==> src/rtl/stream_block_sum_if.sv <==
// Handshake bundle between a sample producer, stream_block_sum and the consumer
// of its block records. The "i_" group is the sample stream into the block and
// the "o_" group is the record stream out of it.
interface stream_block_sum_if #(
  parameter int DW = 8,
  parameter int N  = 4
);
  localparam int CW = $clog2(N + 1);
  localparam int OW = DW + $clog2(N);

  logic          i_valid;
  logic          i_ready;
  logic [DW-1:0] i_data;
  logic          i_last;
  logic          o_valid;
  logic          o_ready;
  logic [OW-1:0] o_sum;
  logic [CW-1:0] o_count;
  logic          o_last;

  // Producer of samples and consumer of records.
  modport master (
    output i_valid, i_data, i_last, o_ready,
    input  i_ready, o_valid, o_sum, o_count, o_last
  );

  // The block-sum engine itself.
  modport slave (
    input  i_valid, i_data, i_last, o_ready,
    output i_ready, o_valid, o_sum, o_count, o_last
  );
endinterface

==> src/rtl/stream_block_sum.sv <==
// Sums each block of N unsigned samples (or a shorter block ended by i_last)
// and queues one {sum, count, last} record per block in a 2-entry FIFO.
// i_ready comes only from registers, so it has no path from o_ready/i_valid.
module stream_block_sum #(
  parameter int DW = 8,
  parameter int N  = 4
) (
  input logic           clk,
  input logic           rst,
  stream_block_sum_if.slave bus
);
  localparam int CW = $clog2(N + 1);
  localparam int OW = DW + $clog2(N);

  logic          rst_q;
  logic [OW-1:0] acc_q, acc_d;
  logic [CW-1:0] cnt_q, cnt_d;
  logic [1:0]    occ_q, occ_d;
  logic          wr_ptr_q, rd_ptr_q;

  logic [OW-1:0] fifo_sum_q  [2];
  logic [CW-1:0] fifo_cnt_q  [2];
  logic          fifo_last_q [2];

  logic          acc_fire;
  logic          close_blk;
  logic          full_blk;
  logic          pop;
  logic [CW-1:0] cnt_inc;
  logic [OW-1:0] sum_nxt;

  // Uniform gating: a full FIFO stalls every sample, not just closing ones.
  assign bus.i_ready = !rst_q && (occ_q != 2'd2);
  assign bus.o_valid = (occ_q != 2'd0);
  assign bus.o_sum   = bus.o_valid ? fifo_sum_q[rd_ptr_q]  : '0;
  assign bus.o_count = bus.o_valid ? fifo_cnt_q[rd_ptr_q]  : '0;
  assign bus.o_last  = bus.o_valid ? fifo_last_q[rd_ptr_q] : 1'b0;

  // Accumulator/counter next state and FIFO occupancy bookkeeping.
  always_comb begin
    acc_fire  = bus.i_valid & bus.i_ready;
    cnt_inc   = cnt_q + CW'(1);
    full_blk  = (cnt_inc == CW'(N));
    close_blk = acc_fire & (full_blk | bus.i_last);
    sum_nxt   = acc_q + OW'(bus.i_data);
    pop       = bus.o_valid & bus.o_ready;

    acc_d = acc_q;
    cnt_d = cnt_q;
    if (acc_fire) begin
      if (close_blk) begin
        acc_d = '0;
        cnt_d = '0;
      end else begin
        acc_d = sum_nxt;
        cnt_d = cnt_inc;
      end
    end

    case ({close_blk, pop})
      2'b10:   occ_d = occ_q + 2'd1;
      2'b01:   occ_d = occ_q - 2'd1;
      default: occ_d = occ_q;
    endcase
  end

  // Control state; reset discards any partial block and queued records.
  always_ff @(posedge clk) begin
    if (rst) begin
      rst_q    <= 1'b1;
      acc_q    <= '0;
      cnt_q    <= '0;
      occ_q    <= 2'd0;
      wr_ptr_q <= 1'b0;
      rd_ptr_q <= 1'b0;
    end else begin
      rst_q <= 1'b0;
      acc_q <= acc_d;
      cnt_q <= cnt_d;
      occ_q <= occ_d;
      if (close_blk) wr_ptr_q <= ~wr_ptr_q;
      if (pop)       rd_ptr_q <= ~rd_ptr_q;
    end
  end

  // FIFO storage; contents are masked by o_valid so no reset is needed.
  // last is only set for a short block; i_last on the N-th sample is a full block.
  always_ff @(posedge clk) begin
    if (close_blk && !rst) begin
      fifo_sum_q[wr_ptr_q]  <= sum_nxt;
      fifo_cnt_q[wr_ptr_q]  <= cnt_inc;
      fifo_last_q[wr_ptr_q] <= bus.i_last & ~full_blk;
    end
  end

endmodule

==> src/flat_wrapper.sv <==
// flat-port wrapper written by rule: the top's interface ports become plain ports
module stream_block_sum_flat 
#(
  parameter int DW = 8,
  parameter int N  = 4
)
  (clk, rst, bus_i_valid, bus_i_data, bus_i_last, bus_o_ready, bus_i_ready, bus_o_valid, bus_o_sum, bus_o_count, bus_o_last);
  stream_block_sum_if #(.DW(DW), .N(N)) bus_i ();
  input logic clk;
  input logic rst;
  input wire logic [$bits(bus_i.i_valid)-1:0] bus_i_valid;
  input wire logic [$bits(bus_i.i_data)-1:0] bus_i_data;
  input wire logic [$bits(bus_i.i_last)-1:0] bus_i_last;
  input wire logic [$bits(bus_i.o_ready)-1:0] bus_o_ready;
  output wire logic [$bits(bus_i.i_ready)-1:0] bus_i_ready;
  output wire logic [$bits(bus_i.o_valid)-1:0] bus_o_valid;
  output wire logic [$bits(bus_i.o_sum)-1:0] bus_o_sum;
  output wire logic [$bits(bus_i.o_count)-1:0] bus_o_count;
  output wire logic [$bits(bus_i.o_last)-1:0] bus_o_last;
  assign bus_i.i_valid = bus_i_valid;
  assign bus_i.i_data = bus_i_data;
  assign bus_i.i_last = bus_i_last;
  assign bus_i.o_ready = bus_o_ready;
  assign bus_i_ready = bus_i.i_ready;
  assign bus_o_valid = bus_i.o_valid;
  assign bus_o_sum = bus_i.o_sum;
  assign bus_o_count = bus_i.o_count;
  assign bus_o_last = bus_i.o_last;
  stream_block_sum #(.DW(DW), .N(N)) u_core (.clk(clk), .rst(rst), .bus(bus_i));
endmodule
==> config.mk <==
export PLATFORM = sky130hd
export DESIGN_NAME = stream_block_sum_flat
export DESIGN_NICKNAME = d
export VERILOG_FILES = /design/src/rtl/stream_block_sum_if.sv /design/src/rtl/stream_block_sum.sv /design/src/flat_wrapper.sv
export SDC_FILE = /design/constraint.sdc
export NUM_CORES = 1
export LEC_CHECK = 0
export ABC_AREA = 1
export CORE_MARGIN = 2
export CORE_UTILIZATION = 45
export CTS_CLUSTER_SIZE = 12
export DETAILED_ROUTE_END_ITERATION = 8
export PLACE_DENSITY = 0.64
export SLEW_MARGIN = 20
export SYNTH_ARGS = -nofsm -noshare
export SYNTH_HDL_FRONTEND = slang
export SYNTH_SLANG_ARGS = --single-unit
export TNS_END_PERCENT = 30
==> constraint.sdc <==
create_clock -name clk -period 6.5 [get_ports clk]
set_clock_uncertainty 0.05 [all_clocks]
set_input_delay 0.975 -clock clk [delete_from_list [all_inputs] [get_ports clk]]
set_output_delay 0.975 -clock clk [all_outputs]
set_load 0.01 [all_outputs]
==> metrics.txt <==
Setup crit start kind=flip-flop; WL final=4290 µm; hold buffers post-CTS=0; Reg2Reg Depth=10; total CTS buffers=5; unrepaired setup endpoints after global routing=false; mean area per synthesized cell=9.046 µm²; start point of the worst hold path=u_core.cnt_q[2]; Remaining DRCs=0; CTS max path bufs=2; Setup TNS=0 ns; FF-to-FF End=u_core.occ_q[1]; clock sinks=47; top post-synthesis cells by count=75 x nand2_1, 32 x a21oi_1, 28 x edfxtp_1, 27 x inv_1, 19 x dfxtp_1; RD Place Congestion=0.8088; P per Cell Area=228.7 mW/mm²; sequential fraction of the synthesis area=52.53%; Worst Setup SP=u_core.occ_q[0]; multi-input logic area=953.4 µm²; maxcap violations=0; WL/cell=12.05 µm; Worst Hold Class=flip-flop to flip-flop; fin cells=356; Post-CTS Setup Repair Bufs=0; share of layout cells above drive strength 1=6.643%; Post-synth EDFFs=28; Worst Tran Pin Value=0.9987 ns; CTS tree=yes; Final Hold Fails=0; Clock Pin Slew Worst Setup and Hold Paths=0.08 ns; first-pass GRT wire length=6872 µm; Core Footprint=0.005042 mm²; Routed Antenna Nets=0; First-pass DRT Iterations=4; Worst path slowest cell=nor2_1; #FFs+latches synth=47; Synth Cell Area=0.002325 mm²; clk_lat worst skew=0.30 ns; P&R area growth vs syn=18.14%; Synth cell types=30; CP arrival=2.11 ns; period utilization=48.16%; Initial Util=46.10%; Cell Chain, Critical Path=nor2_1, inv_1, clkdlybuf4s50_1; Leak Pwr=1.108 nW; crit end category=primary output; crit path to=bus_o_valid; die height=75.88 µm; via count=1708; DP HPWL=3164 µm; H-tree depth=2; area share of the largest cell type after synthesis=36.17%; synth top area cells=edfxtp_1 36%, dfxtp_1 16%, nand2_1 12%, a21oi_1 6.9%, ha_1 5.9%; cells after synthesis=257; Mapped Nets=282; Max stage delay on crit path=0.78 ns; reg-to-reg startpoint=u_core.occ_q[0]; Yosys top cell by area=edfxtp_1; count of final setup violators=0; count leader, synth=nand2_1; Yosys Warn Count=0; I/O Buffers=28; crit-path max FO=15; Async SR Flop Fraction=0%; f_max=319.5 MHz; DIE AREA=0.005757 mm²; number of diodes=0; initial antenna violation count=0; DP Cell Count=348; DRT iter0 DRCs=59; GR Overflow Total=0; # IOs=29; placement row count=26; Sequential cell area=0.001221 mm²; post_cts resized=0; Main synth FF type=edfxtp_1; min Tclk post-route=3.130 ns; number of global-route vias before repair=1512; Crit Path Class=flip-flop to primary output; fin nets=310; status=finished, final reports clean; Clock Tree Root=clkbuf_8; FILL cells=461; CP Data Required Time=5.47 ns; largest net degree at the start of global routing=18; Worst VDD drop=0.00009177 V; Slew headroom=33.17%; Slew Limit Fails=0; GRT Overall Usage=16.43%; vias per inst=4.798; worst reg2reg setup slack=4.20 ns; chip width=75.88 µm
[placed cells by master (no fill, tap or decap)]
master | netlist | layout
nor3_4 | 1 | 2
a21o_1 | 1 | 1
nand3_1 | 11 | 11
nand4_1 | 3 | 3
clkinvlp_4 | 0 | 1
a21oi_2 | 2 | 2
xor2_1 | 2 | 2
nor3_1 | 2 | 1
ha_1 | 11 | 11
clkdlybuf4s50_1 | 0 | 28
o21bai_1 | 1 | 1
nand2_4 | 1 | 1
or2_2 | 1 | 1
nand3_2 | 2 | 2
a21oi_1 | 32 | 32
xnor2_1 | 1 | 1
nand3b_1 | 1 | 1
clkinv_4 | 0 | 1
dfxtp_1 | 19 | 19
inv_1 | 27 | 27
nand2_1 | 75 | 75
nor2_2 | 0 | 1
fa_1 | 1 | 1
inv_2 | 1 | 1
a21oi_4 | 1 | 1
o21ai_0 | 5 | 5
nor2_1 | 15 | 14
a21boi_0 | 1 | 1
clkbuf_8 | 1 | 6
and2_1 | 5 | 5
edfxtp_1 | 28 | 28
[how the worst min path moves through the flow]
| stage | endpoint | slack, ns | cells after the start |
|---|---|---|---|
| floorplan | flip-flop | 0.38 | 1 |
| global placement | u_core.rd_ptr_q | 0.39 | 1 |
| detailed placement | flip-flop | 0.39 | 1 |
| CTS | u_core.rd_ptr_q | 0.42 | 1 |
| global route | u_core.rd_ptr_q | 0.43 | 1 |
| finish | u_core.cnt_q[2] | 0.42 | 2 |
[power by group]
| part | total [W] | internal [W] | switching [W] | leakage (nW) |
|---|---|---|---|---|
| sequential | 0.000333 | 0.000325 | 0.00000785 | 0.402 |
| combinational | 0.000108 | 0.0000483 | 0.0000600 | 0.658 |
| clock | 0.000187 | 0.0000868 | 0.000100 | 0.0474 |
| total | 0.000628 | 0.000460 | 0.000168 | 1.11 |
[area by class of cell]
| type | instances | area share, % |
|---|---|---|
| tap | 70 | 3.189 |
| clock inverter | 2 | 0.5923 |
| clock buffer | 6 | 3.007 |
| inverter | 28 | 3.827 |
| sequential | 47 | 44.46 |
| timing repair buffer | 28 | 10.21 |
| multi-input combinational | 175 | 34.72 |
[routing by layer]
| metal | share of wire, % | up-vias | GRT usage (%) |
|---|---|---|---|
| li1 | - | 904 | - |
| met1 | 48 | 765 | 21.13 |
| met2 | 46 | 31 | 27.01 |
| met3 | 3.8 | 8 | 2.778 |
| met4 | 1.9 | 0 | 7.602 |
| met5 | 0 | - | 0 |
[registers in the layout, summed over array words and instances, names as in the netlist, named ones only]
name and cells:
u_core.fifo_last_q 2, u_core.rst_q 1, u_core.occ_q 2, u_core.acc_q 10, u_core.rd_ptr_q 1, u_core.fifo_cnt_q 6, u_core.wr_ptr_q 1, u_core.cnt_q 3
u_core.fifo_sum_q 20
[per-stage QoR]
| step | hold slack, ns | instance area (µm²) | power, W | util [%] | worst slack (ns) |
|---|---|---|---|---|---|
| 2_1_floorplan | 0.3755 | 2325 | 0.0004027 | - | 3.482 |
| 3_3_place_gp | 0.3891 | 2639 | 0.0004469 | 52.33 | 3.295 |
| 3_5_place_dp | 0.3922 | 2639 | 0.0004487 | 52.33 | 3.208 |
| 4_1_cts | 0.4153 | 2738 | 0.0006358 | 54.29 | 3.271 |
| 5_1_grt | 0.4336 | 2746 | 0.0006615 | 54.47 | 3.177 |
| 6_report | 0.4171 | 2746 | 0.0006282 | 54.47 | 3.370 |
[logic make-up (layout without fill, tap and decap cells)]
group,count (synthesis),after routing,share of synthesized area (%)
AOI/OAI and AO/OA,43,43,10.39
buffers and inverters,35,64,7.050
and+or+nand+nor,117,117,22.12
DFF,47,47,52.53
adders and majority gates,12,12,6.781
xor gates and xnor gates,3,3,1.130
[critical path, delay by kind of cell (launching register included)]
family | cells | cell delay [ns]
AND/OR/NAND/NOR | 1 | 0.78
flip-flops | 1 | 0.37
buffers and inverters | 2 | 0.65
No activity file was read; power rests on OpenSTA's default activity.
